**src/rtl/muxed_enable_register_if.sv**
```systemverilog
// Data-side bundle for muxed_enable_register: two candidate words, select, write enable,
// plus the observed mux output and registered value.
interface muxed_enable_register_if #(
    parameter int WIDTH = 32
);
    logic [WIDTH-1:0] d0;
    logic [WIDTH-1:0] d1;
    logic             sel;
    logic             enable;
    logic [WIDTH-1:0] d_mux;
    logic [WIDTH-1:0] q;

    modport master (
        output d0,
        output d1,
        output sel,
        output enable,
        input  d_mux,
        input  q
    );

    modport slave (
        input  d0,
        input  d1,
        input  sel,
        input  enable,
        output d_mux,
        output q
    );
endinterface

```
**src/rtl/muxed_enable_register.sv**
```systemverilog
// CP0 storage element: a 2:1 vector mux feeding an enabled flop bank with an
// asynchronous, active-high reset to a configurable value.

module mux2v #(
    parameter int WIDTH = 32
) (
    output logic [WIDTH-1:0] out,
    input  logic [WIDTH-1:0] A,
    input  logic [WIDTH-1:0] B,
    input  logic             sel
);
    // An unknown select propagates as unknown data rather than favouring either input.
    always_comb begin
        out = 'x;
        case (sel)
            1'b0:    out = A;
            1'b1:    out = B;
            default: out = 'x;
        endcase
    end
endmodule

module register #(
    parameter int               WIDTH       = 32,
    parameter logic [WIDTH-1:0] RESET_VALUE = '0
) (
    output logic [WIDTH-1:0] q,
    input  logic [WIDTH-1:0] d,
    input  logic             clk,
    input  logic             enable,
    input  logic             reset
);
    // Reset may be a combinational term such as ERET || reset, so it is asynchronous.
    always_ff @(posedge clk or posedge reset) begin
        if (reset) begin
            q <= RESET_VALUE;
        end else if (enable) begin
            q <= d;
        end
    end
endmodule

module muxed_enable_register #(
    parameter int               WIDTH       = 32,
    parameter logic [WIDTH-1:0] RESET_VALUE = '0
) (
    input  logic                    clock,
    input  logic                    reset,
    muxed_enable_register_if.slave  bus
);
    logic [WIDTH-1:0] d_mux;
    logic [WIDTH-1:0] q;

    mux2v #(WIDTH) u_mux (d_mux, bus.d0, bus.d1, bus.sel);

    register #(WIDTH, RESET_VALUE) u_reg (q, d_mux, clock, bus.enable, reset);

    assign bus.d_mux = d_mux;
    assign bus.q     = q;
endmodule

```
**src/flat_wrapper.sv**
```systemverilog
// flat-port wrapper written by rule: the top's interface ports become plain ports
module muxed_enable_register_flat 
#(
    parameter int               WIDTH       = 32,
    parameter logic [WIDTH-1:0] RESET_VALUE = '0
)
  (clock, reset, bus_d0, bus_d1, bus_sel, bus_enable, bus_d_mux, bus_q);
  muxed_enable_register_if #(.WIDTH(WIDTH)) bus_i ();
  input  logic clock;
  input  logic reset;
  input wire logic [$bits(bus_i.d0)-1:0] bus_d0;
  input wire logic [$bits(bus_i.d1)-1:0] bus_d1;
  input wire logic [$bits(bus_i.sel)-1:0] bus_sel;
  input wire logic [$bits(bus_i.enable)-1:0] bus_enable;
  output wire logic [$bits(bus_i.d_mux)-1:0] bus_d_mux;
  output wire logic [$bits(bus_i.q)-1:0] bus_q;
  assign bus_i.d0 = bus_d0;
  assign bus_i.d1 = bus_d1;
  assign bus_i.sel = bus_sel;
  assign bus_i.enable = bus_enable;
  assign bus_d_mux = bus_i.d_mux;
  assign bus_q = bus_i.q;
  muxed_enable_register #(.WIDTH(WIDTH), .RESET_VALUE(RESET_VALUE)) u_core (.clock(clock), .reset(reset), .bus(bus_i));
endmodule
```
**config.mk**
```make
export PLATFORM = sky130hd
export DESIGN_NAME = muxed_enable_register_flat
export DESIGN_NICKNAME = d
export VERILOG_FILES = /design/src/rtl/muxed_enable_register_if.sv /design/src/rtl/muxed_enable_register.sv /design/src/flat_wrapper.sv
export SDC_FILE = /design/constraint.sdc
export NUM_CORES = 1
export LEC_CHECK = 0
export BUFFER_PORTS_ARGS = -buffer_cell sky130_fd_sc_hd__buf_2
export CAP_MARGIN = 30
export CORE_MARGIN = 2
export CORE_UTILIZATION = 45
export DETAILED_ROUTE_END_ITERATION = 10
export PLACE_DENSITY = 0.87
export SLEW_MARGIN = 15
export SYNTH_ARGS = -nofsm -noshare
export SYNTH_HDL_FRONTEND = slang
export SYNTH_HIERARCHICAL = 1
export SYNTH_SLANG_ARGS = --single-unit
```
**constraint.sdc**
```tcl
create_clock -name clock -period 2.22 [get_ports clock]
set_clock_uncertainty 0.2 [all_clocks]
set_input_delay 0.222 -clock clock [delete_from_list [all_inputs] [get_ports clock]]
set_output_delay 0.222 -clock clock [all_outputs]
set_load 0.01 [all_outputs]
```
# Word level (Yosys, flattened, before mapping)
# Cells that the tools add are included.
dict set report word_totals {
  output_inout_bits 64
  regBits 32
  word_cells 3
}
dict set report op_classes {
  bitwise 1
  muxes 1
}
# operator n
set op_table {}
lappend op_table {{one-hot mux 32 bit (2 select lines)} 1}
lappend op_table {{inverter 1 bit} 1}

# Longest topological paths before layout
# Gate-level depths: netlist of the first run.
dict set report logic_depth {
  word_depth 2
  mapped_depth 4
  ltp_nobuf 2
}

# Modules after synthesis
# Netlist of the first run, hierarchy kept.
# module area_per_inst_um2 instances cells_each
set modules_own_cells {}
lappend modules_own_cells {register 1348.8 1 69}
lappend modules_own_cells {mux2v 544.3 1 36}

# Worst setup path after synthesis of the first run
# Ideal clock, no wire load.
dict set report synth_timing {
  path_kind {input-to-reg}
  start {input bus_sel}
  end {register u_core.u_reg.q[11]}
  slack_ps 844
  arrival_ps 1052
  required_time_ps 1895
  stages 4
  path_cell_list {buf_6 buf_12 mux2_4 mux2_2}
}
dict set report synth_via {
  elab_chain_cells 2
}
# element line_no
set synth_lines {}
lappend synth_lines {{from (decl)} flat_wrapper.sv:13} ;# input wire logic [$bits(bus_i.sel)-1:0] bus_sel;
lappend synth_lines {{inverter 1 bit} muxed_enable_register.sv:15} ;# case (sel)
lappend synth_lines {{one-hot mux 32 bit (2 select lines) *} muxed_enable_register.sv:15}
lappend synth_lines {{named net bus_d_mux[11]} flat_wrapper.sv:15} ;# output wire logic [$bits(bus_i.d_mux)-1:0] bus_d_mux;
lappend synth_lines {{to (signal assigned)} muxed_enable_register.sv:36} ;# q <= RESET_VALUE;
lappend synth_lines {{to (signal assigned)} muxed_enable_register.sv:38} ;# q <= d;
lappend synth_lines {{to (decl)} muxed_enable_register.sv:27} ;# output logic [WIDTH-1:0] q,
# The timed path passes the listed nets; every way through them passes the cells marked *.
# A chain may end at the register's enable or synchronous reset.

# Worst setup path in the final report of the first run
dict set report layout_timing {
  start {input bus_sel}
  end {output bus_d_mux[29]}
}
dict set report layout_via {
  elab_chain_cells 2
}
# element line_no
set layout_lines {}
lappend layout_lines {{inverter 1 bit} muxed_enable_register.sv:15}
lappend layout_lines {{one-hot mux 32 bit (2 select lines) *} muxed_enable_register.sv:15}
lappend layout_lines {{to (decl)} flat_wrapper.sv:15}
# Every way passes the cells marked *; elsewhere a longest branch is shown, timed or not.

==> results.toml, run 1 <==
[routing]
drt_iter0_markers = 38
vias = 1373
ant_nets = 0
wire_per_inst_um = 14.9
routed_wl_um = 4320
drt_first_pass_iters = 2
routed_via_density = 4.75
drc = 0

[clock_tree]
cts_tree = "yes"
worstSkewPairLatency_ps = 270
cts.repair.resized = 0
cts_root_buf = "clkbuf_8"
clk_pin_slew_ps = 60
cts_setup_buffers = 0
cts_max_level = 2
cts.path.max_buffers = 2
cts_hold_buf = 1
cts_buffers = 5
cts_sinks = 32

[power]
power.density_mw_per_mm2 = 634
ir_drop_mv = 0.368
p_leak_nw = 1.48

[finish]
finalInstanceArea_mm2 = 0.00262
antenna_cells = 0
reg_top3 = "u_core/u_reg/q: 32 flops"
largest-register = "u_core/u_reg/q"
fin_util_pct = 65.1
largest_reg_flops = 32
syn_to_final_growth_pct = 38.5
drive_gt1_share_pct = 85.8
final_nets = 307
fillers = 324

[synth]
netlist_area_mm2 = 0.00189
syn_inst = 105
synth.top_cell.area_share_pct = 47.6
ys_seq_area_share_pct = 42.3
synth_ff_type = "dfrtp_1"
synth_nets = 173
ys_types = 6
ys_async_sr_fraction_pct = 100
yosys_warnings = 6
syn-mean-instance-area_um2 = 18.0
synth_edf_count = 0
ys_ff_latch = 32
yosysMostFrequentCell = "mux2_4"
synthTopCellsByArea = "mux2_4 48%, dfrtp_1 42%, buf_12 6.3%"
synth_largest_area_cell = "mux2_4"
synth_commonest_cells = "60 x mux2_4, 32 x dfrtp_1, 6 x buf_12"

[setup_path]
crit_path_cell_trace = "buf_2, buf_12, mux2_2, buf_2"
crit_fanout = 32
crit_slowest_cell = "mux2_2"
cpLargestDelayFamily = "buffers and inverters"
crit_type = "primary input to primary output"
cp.arrival_ps = 1090
critPathLaunchType = "primary input"
critPathMaxStageDelay_ps = 380
critPathCaptureType = "primary output"
cpMostUsedCell = "buf_2"
critPathRequiredTime_ps = 1800
worst-path-buf-inv = 3

[timing]
min_period_ps = 1510
finalWorstSetupSlack_ps = 706
timing.fmax_mhz = 661
slew_viol_final = 0
worst_slew_pin_slew_ps = 521
rsz0062_at_grt = "false"
final_hold_viol_count = 0
tns_ps = 0
fin_crit_sh_pct = 68.2
setup_violations = 0
slew_headroom_pct = 65.3

[floorplan]
core_area_mm2 = 0.00403
die_area_mm2 = 0.00474
start_util_pct = 47.0
io_pins = 132
dieWidth_um = 68.9
rows = 23
dieHeight_um = 68.9

[grt]
grt_overflow_total = 0
grt_max_degree = 33
grt_pass1_vias = 1442
antenna_found_initial = 0
grt_util_all_layers_pct = 18.3
grt_pass1_wl_um = 6270

[placed_design]
place.detailed.hpwl_um = 3410
place_ws_ps = 652
gp_congestion = 0.700
port_buffers = 131
dpl_cell_area_mm2 = 0.00252

[run_status]
outcome = "finished, final reports clean"

[min_path]
hold_path.class = "primary input to flop"

[job]
cap_violations = 0
## tightest hold or removal path, delay by kind of cell
family / cells / cell delay, ps
multiplexers: 2 / 260
buffers and inverters: 1 / 70
## metrics by stage
stage | std cells | total power [mW] | hold WS, ps
global route | 289 | 1.76 | 105
detailed placement | 281 | 1.22 | 129
floorplan | 105 | 1.03 | 138
finish | 289 | 1.66 | 117
CTS | 289 | 1.70 | 106
global placement | 281 | 1.20 | 119
## report_power, final
group          total (mW)  internal (mW)  switching, mW
logic               0.506          0.297          0.209
clock network       0.460          0.275          0.184
registers           0.699          0.657         0.0415
## kinds of logic after synthesis
logic type             share of synthesized area (%)
buffers and inverters                           7.73
flip-flops                                      42.3
multiplexers                                    50.0
## layer usage
| layer | vias up | GRT usage, % | share of wire [%] |
|---|---|---|---|
| li1 | 637 | - | - |
| met1 | 657 | 18.0 | 36 |
| met2 | 74 | 36.2 | 55 |
| met3 | 5 | 5.68 | 8.4 |
| met4 | 0 | 5.39 | 0.86 |
| met5 | - | 0 | 0 |
## layout by cell type, fill, tap and decap left out
cell / instances
buf_12: 2
buf_2: 131
buf_4: 1
clkbuf_8: 7
dfrtp_1: 32
dlygate4sd3_1: 1
inv_1: 1
mux2_2: 4
mux2_4: 60
## worst paths after layout
path                                       to          startpoint  depth (start not counted)  slack, ps
max                             bus_d_mux[29]             bus_sel                          4        710
min                        u_core/u_reg/q[16]          bus_d0[16]                          3        120
max reg2reg                u_core/u_reg/q[15]  u_core/u_reg/q[15]                          1       1240
min reg2reg                 u_core/u_reg/q[7]   u_core/u_reg/q[7]                          1        300
max in group asynchronous  u_core/u_reg/q[13]               reset                          4       1140
min in group asynchronous  u_core/u_reg/q[26]               reset                          4        390
## area by class of cell
cell class | instances | area (um^2) | share of cell area, %
multi-input cells | 64 | 946 | 36.1
flip-flops and latches | 32 | 801 | 30.5
repair buffers | 135 | 713 | 27.2
clock buffers | 7 | 96.3 | 3.67
well taps | 50 | 62.6 | 2.39
inverters | 1 | 3.75 | 0.143
(Power assumes the default switching activity.)
==> inputs of run 2 (changes only) <==
CORE_UTILIZATION = 41   (was 45)
PLACE_DENSITY = 0.8   (was 0.87)
clock period = 1.6 ns   (was 2.22 ns; I/O delays follow)
==> run 2 against run 1 <==
Via count fell by 1.7%. Register-to-register slack got worse by 630 ps. Clock-buffer cell count increased by 1. Cell count rose by 1.7%. First-iteration DRC count decreased by 45%. Routed wire length decreased by 1.9%. Largest cell class unchanged.
==> results.toml, run 2 (synthesis results as in run 1) <==
[routing]
routed_wl_um = 4230
drt_first_pass_iters = 2
vias = 1350
wire_per_inst_um = 14.4
routed_via_density = 4.59
drt_iter0_markers = 21
drc = 0
ant_nets = 0

[floorplan]
start_util_pct = 42.9
dieHeight_um = 72.0
core_area_mm2 = 0.00441
io_pins = 132
rows = 24
dieWidth_um = 72.0
die_area_mm2 = 0.00518

[placed_design]
place_inst = 285
gp_congestion = 0.697
port_buffers = 131
place.detailed.hpwl_um = 3450

[grt]
grt_pass1_vias = 1399
grt_pass1_wl_um = 6600
antenna_found_initial = 0
grt_overflow_total = 0
grt_util_all_layers_pct = 16.8
grt_max_degree = 33

[finish]
final_cells = 294
syn_to_final_growth_pct = 39.8
layout_common_cells = "131 x buf_2, 60 x mux2_4, 32 x dfrtp_1"
reg_top3 = "u_core/u_reg/q: 32 flops"
final_nets = 309
antenna_cells = 0
fin_util_pct = 59.9
largest-register = "u_core/u_reg/q"
drive_gt1_share_pct = 85.1
layout_commonest_cell = "buf_2"
largest_reg_flops = 32

[timing]
slew_headroom_pct = 82.7
tns_ps = 0
worst_slew_pin_slew_ps = 259
timing.fmax_mhz = 745
setup_violations = 0
final_hold_viol_count = 0
min_period_ps = 1340
rsz0062_at_grt = "false"
fin_hold_ws_ps = 52.3
fin_crit_sh_pct = 83.9
slew_viol_final = 0

[clock_tree]
cts.path.max_buffers = 2
worstSkewPairLatency_ps = 270
clk_pin_slew_ps = 60
cts.repair.resized = 0
cts_setup_buffers = 0
cts_tree = "yes"
cts_buffers = 5
cts_sinks = 32
cts_max_level = 2
cts_hold_buf = 1
cts_root_buf = "clkbuf_8"

[setup_path]
critPathRequiredTime_ps = 1240
cp.arrival_ps = 980
cpMostUsedCell = "buf_2"
critPathCaptureType = "primary output"
critPathLaunchType = "primary input"
crit_type = "primary input to primary output"
critPathMaxStageDelay_ps = 320
crit_fanout = 15
crit_path_cell_trace = "buf_2, buf_12, mux2_4, buf_2"
crit_slowest_cell = "mux2_4"

[job]
cap_violations = 0

[power]
power.density_mw_per_mm2 = 867
ir_drop_mv = 0.456
p_leak_nw = 1.49

[run_status]
outcome = "finished, final reports clean"

[min_path]
hold_path.class = "primary input to flop"
==> run 2: cell count changes in the layout (fill, tap and decap cells not counted) <==
cell | before | now
buf_4 | 1 | 2
clkbuf_1 | 0 | 2
buf_12 | 2 | 3
clkbuf_8 | 7 | 6
==> run 2: final cells by class <==
cell class,instances,area [um^2]
fill,367,1770
multi-input combinational,64,946
sequential,32,801
timing repair buffer,137,741
clock buffer,8,90.1
tap,52,65.1
inverter,1,3.75
==> run 2: critical path, delay by kind of cell <==
kind	cells	cell delay, ps
buf+inv	3	490
mux	1	320
==> run 2: stage by stage <==
stage                     total power, mW  worst slack [ps]  area, um^2
after floorplan                      1.42               286        1890
after global placement               1.67               180        2550
after detailed placement             1.70               169        2550
after CTS                            2.33               256        2650
after global routing                 2.43               219        2650
final                                2.29               257        2650
==> run 2: per-layer routing <==
| layer | GRT usage (%) | wire (um) |
|---|---|---|
| met1 | 19.0 | 1580 |
| met2 | 30.2 | 2240 |
| met3 | 4.86 | 373 |
| met4 | 5.87 | 39 |
| met5 | 0 | 0 |
==> run 2: final timing paths <==
path	startpoint	endpoint	slack (ps)	cells past startpoint
max	bus_sel	bus_d_mux[14]	260	4
min	bus_d1[15]	u_core/u_reg/q[15]	50	3
max reg2reg	u_core/u_reg/q[7]	u_core/u_reg/q[7]	610	1
min reg2reg	u_core/u_reg/q[6]	u_core/u_reg/q[6]	300	1
max in group asynchronous	reset	u_core/u_reg/q[24]	710	4
min in group asynchronous	reset	u_core/u_reg/q[3]	230	4
==> run 2: power by group <==
group	switching, mW	internal, mW
Clock	0.268	0.350
Combinational	0.287	0.419
Sequential	0.0577	0.911
==> inputs of run 3 (changes only) <==
clock period = 1.25 ns   (was 1.6 ns; I/O delays follow)
==> run 3 against run 2 <==
First-iteration DRC count is 33% higher. Sequential power is 28% higher. Sequential share of layout area shrank 1.2 points. Worst setup slack worse by 220 ps. Clock-buffer cell count decreased by 1. Die area stayed put. Largest cell class unchanged.
==> results.toml, run 3 (synthesis results as in run 1) <==
[floorplan]
io_pins = 132
dieHeight_um = 72.0
rows = 24
dieWidth_um = 72.0
core_area_mm2 = 0.00441
start_util_pct = 42.9
die_area_mm2 = 0.00518

[clock_tree]
cts_buffers = 5
clk_pin_slew_ps = 60
cts_root_buf = "clkbuf_8"
cts_tree = "yes"
worstSkewPairLatency_ps = 280
cts_max_level = 2
cts.path.max_buffers = 2
cts_sinks = 32
cts_hold_buf = 1

[setup_path]
reg2reg_from = "u_core/u_reg/q[4]"
worst-path-buf-inv = 3
cp_num_cells = 4
critPathRequiredTime_ps = 930
critPathCaptureType = "primary output"
critical_path.startpoint = "bus_sel"
crit_fanout = 12
critPathLaunchType = "primary input"
crit_slowest_cell = "mux2_4"
cp.arrival_ps = 890
worst-r2r-cell-count = 1
cpLargestDelayFamily = "buffers and inverters"
crit_type = "primary input to primary output"
r2r-end = "u_core/u_reg/q[4]"
crit_path_cell_trace = "buf_8, buf_12, mux2_4, buf_2"
crit_end = "bus_d_mux[22]"
critPathMaxStageDelay_ps = 320
r2r_slack_ps = 270

[timing]
fin_crit_sh_pct = 97.1
slew_headroom_pct = 85.1
final_hold_viol_count = 0
setup_violations = 0
min_period_ps = 1210
rsz0062_at_grt = "false"
timing.fmax_mhz = 824
slew_viol_final = 0
worst_slew_pin_slew_ps = 224

[finish]
syn_to_final_growth_pct = 45.3
fin_util_pct = 62.3
layout_commonest_cell = "buf_2"
final_nets = 312
finalInstanceArea_mm2 = 0.00275
drive_gt1_share_pct = 86.1
final_cells = 296
layout_common_cells = "129 x buf_2, 62 x mux2_4, 32 x dfrtp_1"
antenna_cells = 0
largest_reg_flops = 32
reg_top3 = "u_core/u_reg/q: 32 flops"
largest-register = "u_core/u_reg/q"

[job]
cap_violations = 0

[placed_design]
gp_congestion = 0.686
port_buffers = 131
dpl_cell_area_mm2 = 0.00257
place.detailed.hpwl_um = 3380
place_inst = 286

[power]
power_mw = 3.03
power.density_mw_per_mm2 = 1100
ir_drop_mv = 0.575
p_leak_nw = 1.55

[run_status]
outcome = "finished, final reports clean"

[routing]
routed_via_density = 4.65
ant_nets = 0
drc = 0
routed_wl_um = 4400
vias = 1375
drt_first_pass_iters = 4
drt_iter0_markers = 28
wire_per_inst_um = 14.9

[grt]
grt_max_degree = 18
antenna_found_initial = 0
grt_overflow_total = 0
grt_pass1_wl_um = 6500
grt_pass1_vias = 1339
grt_util_all_layers_pct = 16.9

[min_path]
hold_path.class = "primary input to flop"
-- run 3: cell types whose count changed in the layout (fill, tap and decap cells not counted), sizes merged --
| cell | before | now |
|---|---|---|
| buf | 136 | 139 |
| clkbuf | 8 | 7 |
-- run 3: layout make-up --
type                    instances  area, um^2
inverters                       1        3.75
well taps                      52        65.1
fillers                       348        1660
multi-input cells              64         953
repair buffers                140         832
flip-flops and latches         32         801
clock buffers                   7        96.3
-- run 3: how the worst min path moves through the flow --
stage               depth (start not counted)  startpoint  slack [ps]                 end
floorplan                                   1       reset          40   u_core/u_reg/q[0]
global placement                            3       reset         -40  u_core/u_reg/q[22]
detailed placement                          3       reset         -40  u_core/u_reg/q[22]
CTS                                         3  bus_d1[15]           2  u_core/u_reg/q[15]
global route                                3  bus_d0[23]        -0.7  u_core/u_reg/q[23]
finish                                      3  bus_d1[15]           7  u_core/u_reg/q[15]
-- run 3: through the flow --
step	TNS (ps)	setup slack [ps]	hold slack (ps)
final	0	36.9	6.54
after CTS	0	29.4	2.12
after detailed placement	-5500	-173	-38.0
after global routing	0	17.4	-0.693
after floorplan	-596	-19.9	41.2
after global placement	-4010	-142	-43.9
-- run 3: routing by layer --
layer	wire length, um	track usage [%]
met4	53	5.66
met1	1740	19.4
met2	2230	29.4
met3	381	5.83
met5	0	0
-- run 3: what timing repair did --
action / CTS / global route
endpoints found under the setup margin: 30 / 0
resized for setup: 6 / 0
endpoints found under the hold margin: 32 / 2
setup buffers: 0 / 0
-- run 3: where the power goes --
group	internal (mW)	switching (mW)
registers	1.17	0.0733
clock network	0.490	0.356
logic	0.570	0.375
total	2.23	0.804
